$ cat src/rtl/mem_access_stage.sv
// mem_access_stage: MEM-stage controller between EX/MEM and MEM/WB.
// Turns a load/store into a req/ack transaction on a multi-cycle data memory:
// byte-lane steering on stores, lane extraction plus sign/zero extension on
// loads. The pipeline is stalled until the access completes or times out.
// Optional feature macro: MEM_MISALIGN_TRAP_EN (adds the misalign output and
// traps misaligned accesses instead of force-aligning them).
module mem_access_stage #(
  parameter int TIMEOUT_CYCLES = 16,
  parameter int CNT_W          = 5
) (
  input  logic        clk,
  input  logic        reset,
  input  logic        valid_in,
  input  logic        MemRead,
  input  logic        MemWrite,
  input  logic [1:0]  MemSize,
  input  logic        MemSigned,
  input  logic [31:0] ALUResult,
  input  logic [31:0] WriteData,
  output logic        dmem_req,
  output logic        dmem_we,
  output logic [31:0] dmem_addr,
  output logic [3:0]  dmem_be,
  output logic [31:0] dmem_wdata,
  input  logic [31:0] dmem_rdata,
  input  logic        dmem_ack,
  output logic [31:0] ReadData,
  output logic        ready,
  output logic        stall,
  output logic        bus_err
`ifdef MEM_MISALIGN_TRAP_EN
  ,
  output logic        misalign
`endif
);

  typedef enum logic [1:0] {IDLE, WAIT, DONE} state_t;

`ifdef MEM_MISALIGN_TRAP_EN
  localparam bit TRAP_EN = 1'b1;
`else
  localparam bit TRAP_EN = 1'b0;
`endif

  state_t           state_q, state_d;
  logic [CNT_W-1:0] cnt_q;
  logic [1:0]       off_q;
  logic [1:0]       size_q;
  logic             signed_q;

  logic             accept;
  logic             misaligned_c;
  logic             trap_c;
  logic             timeout;
  logic [3:0]       be_c;
  logic [31:0]      wdata_c;
  logic [7:0]       ld_byte;
  logic [15:0]      ld_half;
  logic [31:0]      ld_ext;

  assign accept       = valid_in & (MemRead | MemWrite);
  assign misaligned_c = ((MemSize == 2'b01) & ALUResult[0]) |
                        (MemSize[1] & (|ALUResult[1:0]));
  assign trap_c       = TRAP_EN & misaligned_c;
  assign timeout      = (cnt_q == CNT_W'(TIMEOUT_CYCLES - 1));

  // Store lane steering from the incoming EX/MEM fields.
  // NOTE: every always_comb output gets a default first so no latch is inferred.
  always_comb begin
    be_c    = 4'b1111;
    wdata_c = WriteData;
    case (MemSize)
      2'b00: begin
        be_c    = 4'b0001 << ALUResult[1:0];
        wdata_c = {4{WriteData[7:0]}};
      end
      2'b01: begin
        be_c    = ALUResult[1] ? 4'b1100 : 4'b0011;
        wdata_c = {2{WriteData[15:0]}};
      end
      default: ;
    endcase
  end

  // Load lane extraction using the offset/size captured at accept time.
  always_comb begin
    ld_byte = dmem_rdata[7:0];
    case (off_q)
      2'b01:   ld_byte = dmem_rdata[15:8];
      2'b10:   ld_byte = dmem_rdata[23:16];
      2'b11:   ld_byte = dmem_rdata[31:24];
      default: ;
    endcase
    ld_half = off_q[1] ? dmem_rdata[31:16] : dmem_rdata[15:0];
    case (size_q)
      2'b00:   ld_ext = {{24{signed_q & ld_byte[7]}}, ld_byte};
      2'b01:   ld_ext = {{16{signed_q & ld_half[15]}}, ld_half};
      default: ld_ext = dmem_rdata;
    endcase
  end

  // State register.
  // NOTE: sequential state uses non-blocking assignments so all flops update together.
  always_ff @(posedge clk or negedge reset) begin
    if (!reset) state_q <= IDLE;
    else        state_q <= state_d;
  end

  // Next-state and handshake outputs; req is decoded from state so reset drops it at once.
  always_comb begin
    state_d  = state_q;
    stall    = 1'b0;
    ready    = 1'b0;
    dmem_req = 1'b0;
    case (state_q)
      IDLE: begin
        if (accept) begin
          stall   = 1'b1;
          state_d = trap_c ? DONE : WAIT;
        end else begin
          ready = valid_in;
        end
      end
      WAIT: begin
        stall    = 1'b1;
        dmem_req = 1'b1;
        if (dmem_ack || timeout) state_d = DONE;
      end
      DONE: begin
        ready   = 1'b1;
        state_d = IDLE;
      end
      default: state_d = IDLE;
    endcase
  end

  // Datapath: capture the request at accept, collect the load result or time out.
  always_ff @(posedge clk or negedge reset) begin
    if (!reset) begin
      dmem_we    <= 1'b0;
      dmem_addr  <= '0;
      dmem_be    <= '0;
      dmem_wdata <= '0;
      ReadData   <= '0;
      bus_err    <= 1'b0;
      cnt_q      <= '0;
      off_q      <= '0;
      size_q     <= '0;
      signed_q   <= 1'b0;
    end else begin
      case (state_q)
        IDLE: begin
          cnt_q   <= '0;
          bus_err <= 1'b0;
          if (accept && !trap_c) begin
            dmem_we    <= MemWrite;
            dmem_addr  <= {ALUResult[31:2], 2'b00};
            dmem_be    <= be_c;
            dmem_wdata <= wdata_c;
            off_q      <= ALUResult[1:0];
            size_q     <= MemSize;
            signed_q   <= MemSigned;
          end else if (accept) begin
            ReadData <= '0;
          end
        end
        WAIT: begin
          if (dmem_ack) begin
            if (!dmem_we) ReadData <= ld_ext;
          end else if (timeout) begin
            bus_err  <= 1'b1;
            ReadData <= '0;
          end else begin
            cnt_q <= cnt_q + 1'b1;
          end
        end
        DONE: begin
          cnt_q   <= '0;
          bus_err <= 1'b0;
        end
        default: ;
      endcase
    end
  end

`ifdef MEM_MISALIGN_TRAP_EN
  logic mis_q;

  // Remember that the access just accepted was trapped; shown only in DONE.
  always_ff @(posedge clk or negedge reset) begin
    if (!reset)                mis_q <= 1'b0;
    else if (state_q == IDLE)  mis_q <= accept & misaligned_c;
    else if (state_q == DONE)  mis_q <= 1'b0;
  end

  assign misalign = (state_q == DONE) & mis_q;
`endif

endmodule

$ cat config.mk
export PLATFORM = sky130hd
export DESIGN_NAME = mem_access_stage
export DESIGN_NICKNAME = d
export VERILOG_FILES = /design/src/rtl/mem_access_stage.sv
export SDC_FILE = /design/constraint.sdc
export NUM_CORES = 1
export LEC_CHECK = 0
export CORE_MARGIN = 10
export CORE_UTILIZATION = 50
export DETAILED_ROUTE_END_ITERATION = 7
export DONT_BUFFER_PORTS = 1
export MAX_ROUTING_LAYER = met4
export PLACE_DENSITY = 0.76
export SYNTH_ARGS = -nofsm -noshare
export SYNTH_HDL_FRONTEND = slang
export SYNTH_SLANG_ARGS = --single-unit
$ cat constraint.sdc
create_clock -name clk -period 2.4 [get_ports clk]
set_input_delay 0.48 -clock clk [delete_from_list [all_inputs] [get_ports clk]]
set_output_delay 0.48 -clock clk [all_outputs]
set_load 0.05 [all_outputs]
==> Yosys cells after proc, flatten, opt, wreduce, memory -nomap -nowiden <==
Cells that the tools add are included.
{ "totals": {"wordCells": 66, "latchBits": 0, "regBits": 112, "output_inout_bits": 105, "ramBits": 0, "mem_bits_ro": 0, "mem_count": 0, "inputBits": 105} }
{ "classes": {"reduce_logical": 12, "muxes": 23, "div": 0, "addsub": 1, "bitwise_logic": 4, "n_eq_ne": 14, "magnitude_cmp": 0, "multipliers": 0, "n_shift": 1} }
{ "op_table": {"columns": ["cell", "count"], "rows": [
  ["32-bit case mux with 2 select lines", 2],
  ["32-bit two-way mux", 3],
  ["8-bit case mux with 3 select lines", 1],
  ["16-bit two-way mux", 1],
  ["2-bit != test, second input constant", 6],
  ["5-bit two-way mux", 2],
  ["5-bit case mux with 2 select lines", 1],
  ["3-bit AND reduction", 3],
  ["2-bit by 1-bit equality test with 1-bit output, second input constant", 4],
  ["4-bit case mux with 2 select lines", 1],
  ["2-bit equality test, second input constant", 3],
  ["2-bit logical NOT", 3],
  ["1-bit case mux with 2 select lines", 3],
  ["5-bit by 1-bit adder with 5-bit output, second input constant", 1],
  ["5-bit by 4-bit equality test with 1-bit output, second input constant", 1],
  ["1-bit two-way mux", 5],
  ["2-bit two-way mux", 2],
  ["4-bit two-way mux", 1],
  ["2-bit case mux with 2 select lines", 1],
  ["2-bit AND reduction", 2],
  ["2-bit nonzero test", 2],
  ["1-bit by 2-bit << shifter with 4-bit output, first input constant", 1],
  ["1-bit bitwise AND", 3],
  ["2-bit OR reduction", 1],
  ["other kinds (2)", 2]
]} }

==> Longest topological paths before layout <==
{ "logic_depth": {"word_depth": 6, "depth_mapped": 7, "ltp_nobuf": 7} }

==> Worst setup path before layout <==
Ideal clock, no wire load.
{ "synth_path": {"path_kind": "register -> register", "start": "register state_q[1]", "end": "register ReadData[29]", "setup_time_ps": 126, "synth_period_minus_slack_ps": 1937, "arrival_time_ps": 1811, "required_time_ps": 2274, "path_buffers": 1, "path_slack_ps": 463, "stages_incl_launch_ff": 5, "cell_sequence": "dfrtp_1 -> nor2b_2 -> o211ai_1 -> clkbuf_1 -> a221o_1"} }
{ "synth_via": {"elab_chain_len": 2} }
{ "synth_lines": {"columns": ["item", "line", "rtl"], "rows": [
  ["start: declaration", "45", "state_t state_q, state_d;"],
  ["start signal: assignment", "106", "else state_q <= state_d;"],
  ["2-bit by 1-bit equality test with 1-bit output", "151", "case (state_q)"],
  ["3-bit AND reduction (no line)", null, null],
  ["end signal: assignment", "169", "if (!dmem_we) ReadData <= ld_ext;"],
  ["end: declaration", "27", "output logic [31:0] ReadData,"]
]} }
No other way between the ends.
A chain may end at the register's enable or synchronous reset.

==> Final worst setup path <==
{ "layout_path": {"start": "register off_q[1]", "end": "register ReadData[19]"} }
{ "layout_via": {"elab_chain_len": 6, "elab_cells_between_ends": 10, "classes_between": "3 x eq/ne; 5 x mux; 2 x bitwise"} }
{ "layout_lines": {"columns": ["item", "line", "rtl"], "rows": [
  ["start: declaration", "47", "logic [1:0] off_q;"],
  ["start signal: assignment", "160", "off_q <= ALUResult[1:0];"],
  ["2-bit equality test or 2-bit by 1-bit equality test with 1-bit output (tied branches)", "88", "case (off_q)"],
  ["8-bit case mux with 3 select lines", "88", null],
  ["1-bit bitwise AND", "96", "2'b00: ld_ext = {{24{signed_q & ld_byte[7]}}, ld_byte};"],
  ["32-bit case mux with 2 select lines *", "95", "case (size_q)"],
  ["32-bit two-way mux *", "169", null],
  ["32-bit two-way mux *", "168", "if (dmem_ack) begin"]
]} }
Every way passes the cells marked *; elsewhere a longest branch is shown, timed or not. The select of a mux whose other input is x is not followed.

==> flow_summary.ini <==
[synth]
netlist.area_leader.share_pct = 55.0
synth-edff-count = 0
ys.flop_type = dfrtp_1
synth_warnings = 0
syn_area_per_cell_um2 = 11.0
synth.cell_area_um2 = 5090
async_flop_share_pct = 100
synth_common_cells = dfrtp_1, nand2_1, o21ai_0
synth_cells = 461
synth_seq_cells = 112
netlist_top_cells_area = dfrtp_1, mux2_2, mux2i_1
synth_largest_area_cell = dfrtp_1
synthDistinctLibCells = 39
yosysMostFrequentCell = dfrtp_1
ys_seq_area_share_pct = 55.0

[routing]
drtPass1Iterations = 7
routed_wl_mm = 14.0
via_per_inst = 5.97
drc = 0
wl_per_cell_um = 23.8
drt_first_iter_violations = 323
routed-via-count = 3513
drtAntennaViolNets = 0

[power]
vdd_drop_max_mv = 0.744
finalPower_w = 0.00791
p_leak_nw = 2.40
powerDensity_nw_per_um2 = 1460

[min_path]
hold_path_class = in2async

[floorplan]
die_y_um = 121
die_x_um = 121
start_util_pct = 51.6
core_area_um2 = 9860
rows = 36
dieArea_um2 = 14600
io_pins = 210

[cells_and_area]
utilization_pct = 54.8
fin_cells = 588
num-nets-final = 556
syn2layout_area_growth_pct = 6.09
drive_gt1_share_pct = 16.3
nFillCells = 837
multi_input_area_um2 = 2100
final-seq-area_um2 = 2800

[critical_path]
cp_slowest_stage_delay_ns = 0.60
crit_type = reg2reg
critPathCaptureType = flop
cp_slowest_cell = dfrtp_1
cp.arrival_ns = 2.31
worst-path-buf-inv = 0
cp.required_ns = 2.71
startpoint_type = flop
worstPathMaxFanout = 16
cp_cell_sequence = or2_2 > o22ai_2 > o2111a_2 > a221o_1
critPathTopFamily = compound AO/OA/AOI/OAI gates

[sta]
max_slew.worst_pin.slew_ns = 0.671
fmaxAchievable_mhz = 500
hold_viol_final = 112
setup-violations-final = 0
period_minus_slack_ns = 2.00
fin_crit_sh_pct = 83.4
slew_headroom_pct = 55.2
rsz0062_at_grt = false
setup_tns_ns = 0
holdWs_ns = -0.209
skew_ns = 0.0125
finalMaxSlewViolations = 0

[grt]
grt_pass1_vias = 3784
antenna_found_initial = 1
grt_max_degree = 113
grt-ovfl-total = 0
grt_usage_pct = 19.2
grt_pass1_wl_mm = 21.5

[clocking]
cts_buffer_depth = 2
postCtsSetupBuffers = 0
cts_tree = yes
cts-buffers-inserted = 9
clock-root-buffer = clkbuf_8
cts.clk_slew.worst_paths_ns = 0.11
cts_resized = 0
ctsHtreeMaxLevel = 3
cts_num_sinks = 112
clock_latency_ns = 0.37

[placement]
hpwl_mm = 10.6
finalWeightedCongestion = 0.899
dp_cells = 571
io_buffers = 0

[status]
violations = hold timing
status = finished, violations left

[flow_run]
cap_violations = 0
-- area by class of cell --
type	count	area share (%)
repair buffers	9	1.48
multi-input cells	309	38.8
well taps	133	3.08
inverters	8	0.556
flip-flops and latches	112	51.9
clock buffers	9	2.29
diodes	1	0.0463
clock inverters	7	1.85
-- sequential cells by signal (all words and copies together), names as in the netlist --
signal and flops:
signed_q 1, size_q 2, ReadData 32, dmem_be 4, dmem_addr 30, off_q 2, cnt_q 5, bus_err 1
dmem_wdata 32, state_q 2, dmem_we 1
-- worst paths after layout --
check	start	to	slack, ns	cells past startpoint
setup / recovery	off_q[1]$_DFFE_PN0P_	ReadData[19]$_DFFE_PN0P_	0.40	4
hold / removal	reset	ReadData[22]$_DFFE_PN0P_	-0.21	0
setup reg to reg	off_q[1]$_DFFE_PN0P_	ReadData[19]$_DFFE_PN0P_	0.40	4
hold reg to reg	cnt_q[3]$_DFFE_PN0P_	cnt_q[3]$_DFFE_PN0P_	0.57	2
max in group asynchronous	reset	dmem_wdata[23]$_DFFE_PN0P_	2.48	0
min in group clk	dmem_ack	state_q[0]$_DFFE_PN0P_	0.20	1
-- cell families after synthesis --
family                   after synthesis  synth area share (%)
flip-flops                           112                  55.0
XOR/XNOR                               3                 0.516
adder cells (fa/ha/maj)                2                 0.491
buffers and inverters                 41                  3.95
other                                  1                0.0736
AO/OA/AOI/OAI                        121                  15.1
multiplexers                          77                  16.2
AND/OR/NAND/NOR                      104                  8.65
-- stage by stage --
step / instance area [µm²] / hold slack [ns] / setup slack, ns
after detailed placement: 5180 / 0.188 / 0.456
after CTS: 5400 / -0.228 / 0.407
final: 5400 / -0.209 / 0.399
after global routing: 5400 / -0.237 / 0.235
after global placement: 5180 / 0.189 / 0.514
after floorplan: 5100 / 0.184 / 0.463
-- layout by cell type (no fill, tap or decap), types with 6 or more instances in the layout --
| cell | instances |
|---|---|
| a21oi_1 | 26 |
| a221o_1 | 17 |
| a311o_1 | 6 |
| buf_4 | 8 |
| clkbuf_8 | 9 |
| dfrtp_1 | 112 |
| inv_1 | 8 |
| mux2_2 | 43 |
| mux2i_1 | 34 |
| nand2_1 | 61 |
| nor2_1 | 24 |
| o21ai_0 | 59 |
| or3_1 | 6 |
-- metal layers --
metal | vias up | part of all wire (%) | global-route usage (%)
met5 | - | 0 | -
li1 | 1607 | - | -
met3 | 16 | 16 | 10.6
met2 | 196 | 48 | 31.0
met4 | 0 | 1.6 | 6.71
met1 | 1694 | 34 | 19.3
-- power breakdown --
part / leakage [nW] / switching (W) / internal, W
clock network: 0.112 / 0.000705 / 0.000518
registers: 1.39 / 0.00288 / 0.00250
logic: 0.900 / 0.000652 / 0.000651
Power figures use the tool's default switching activity.
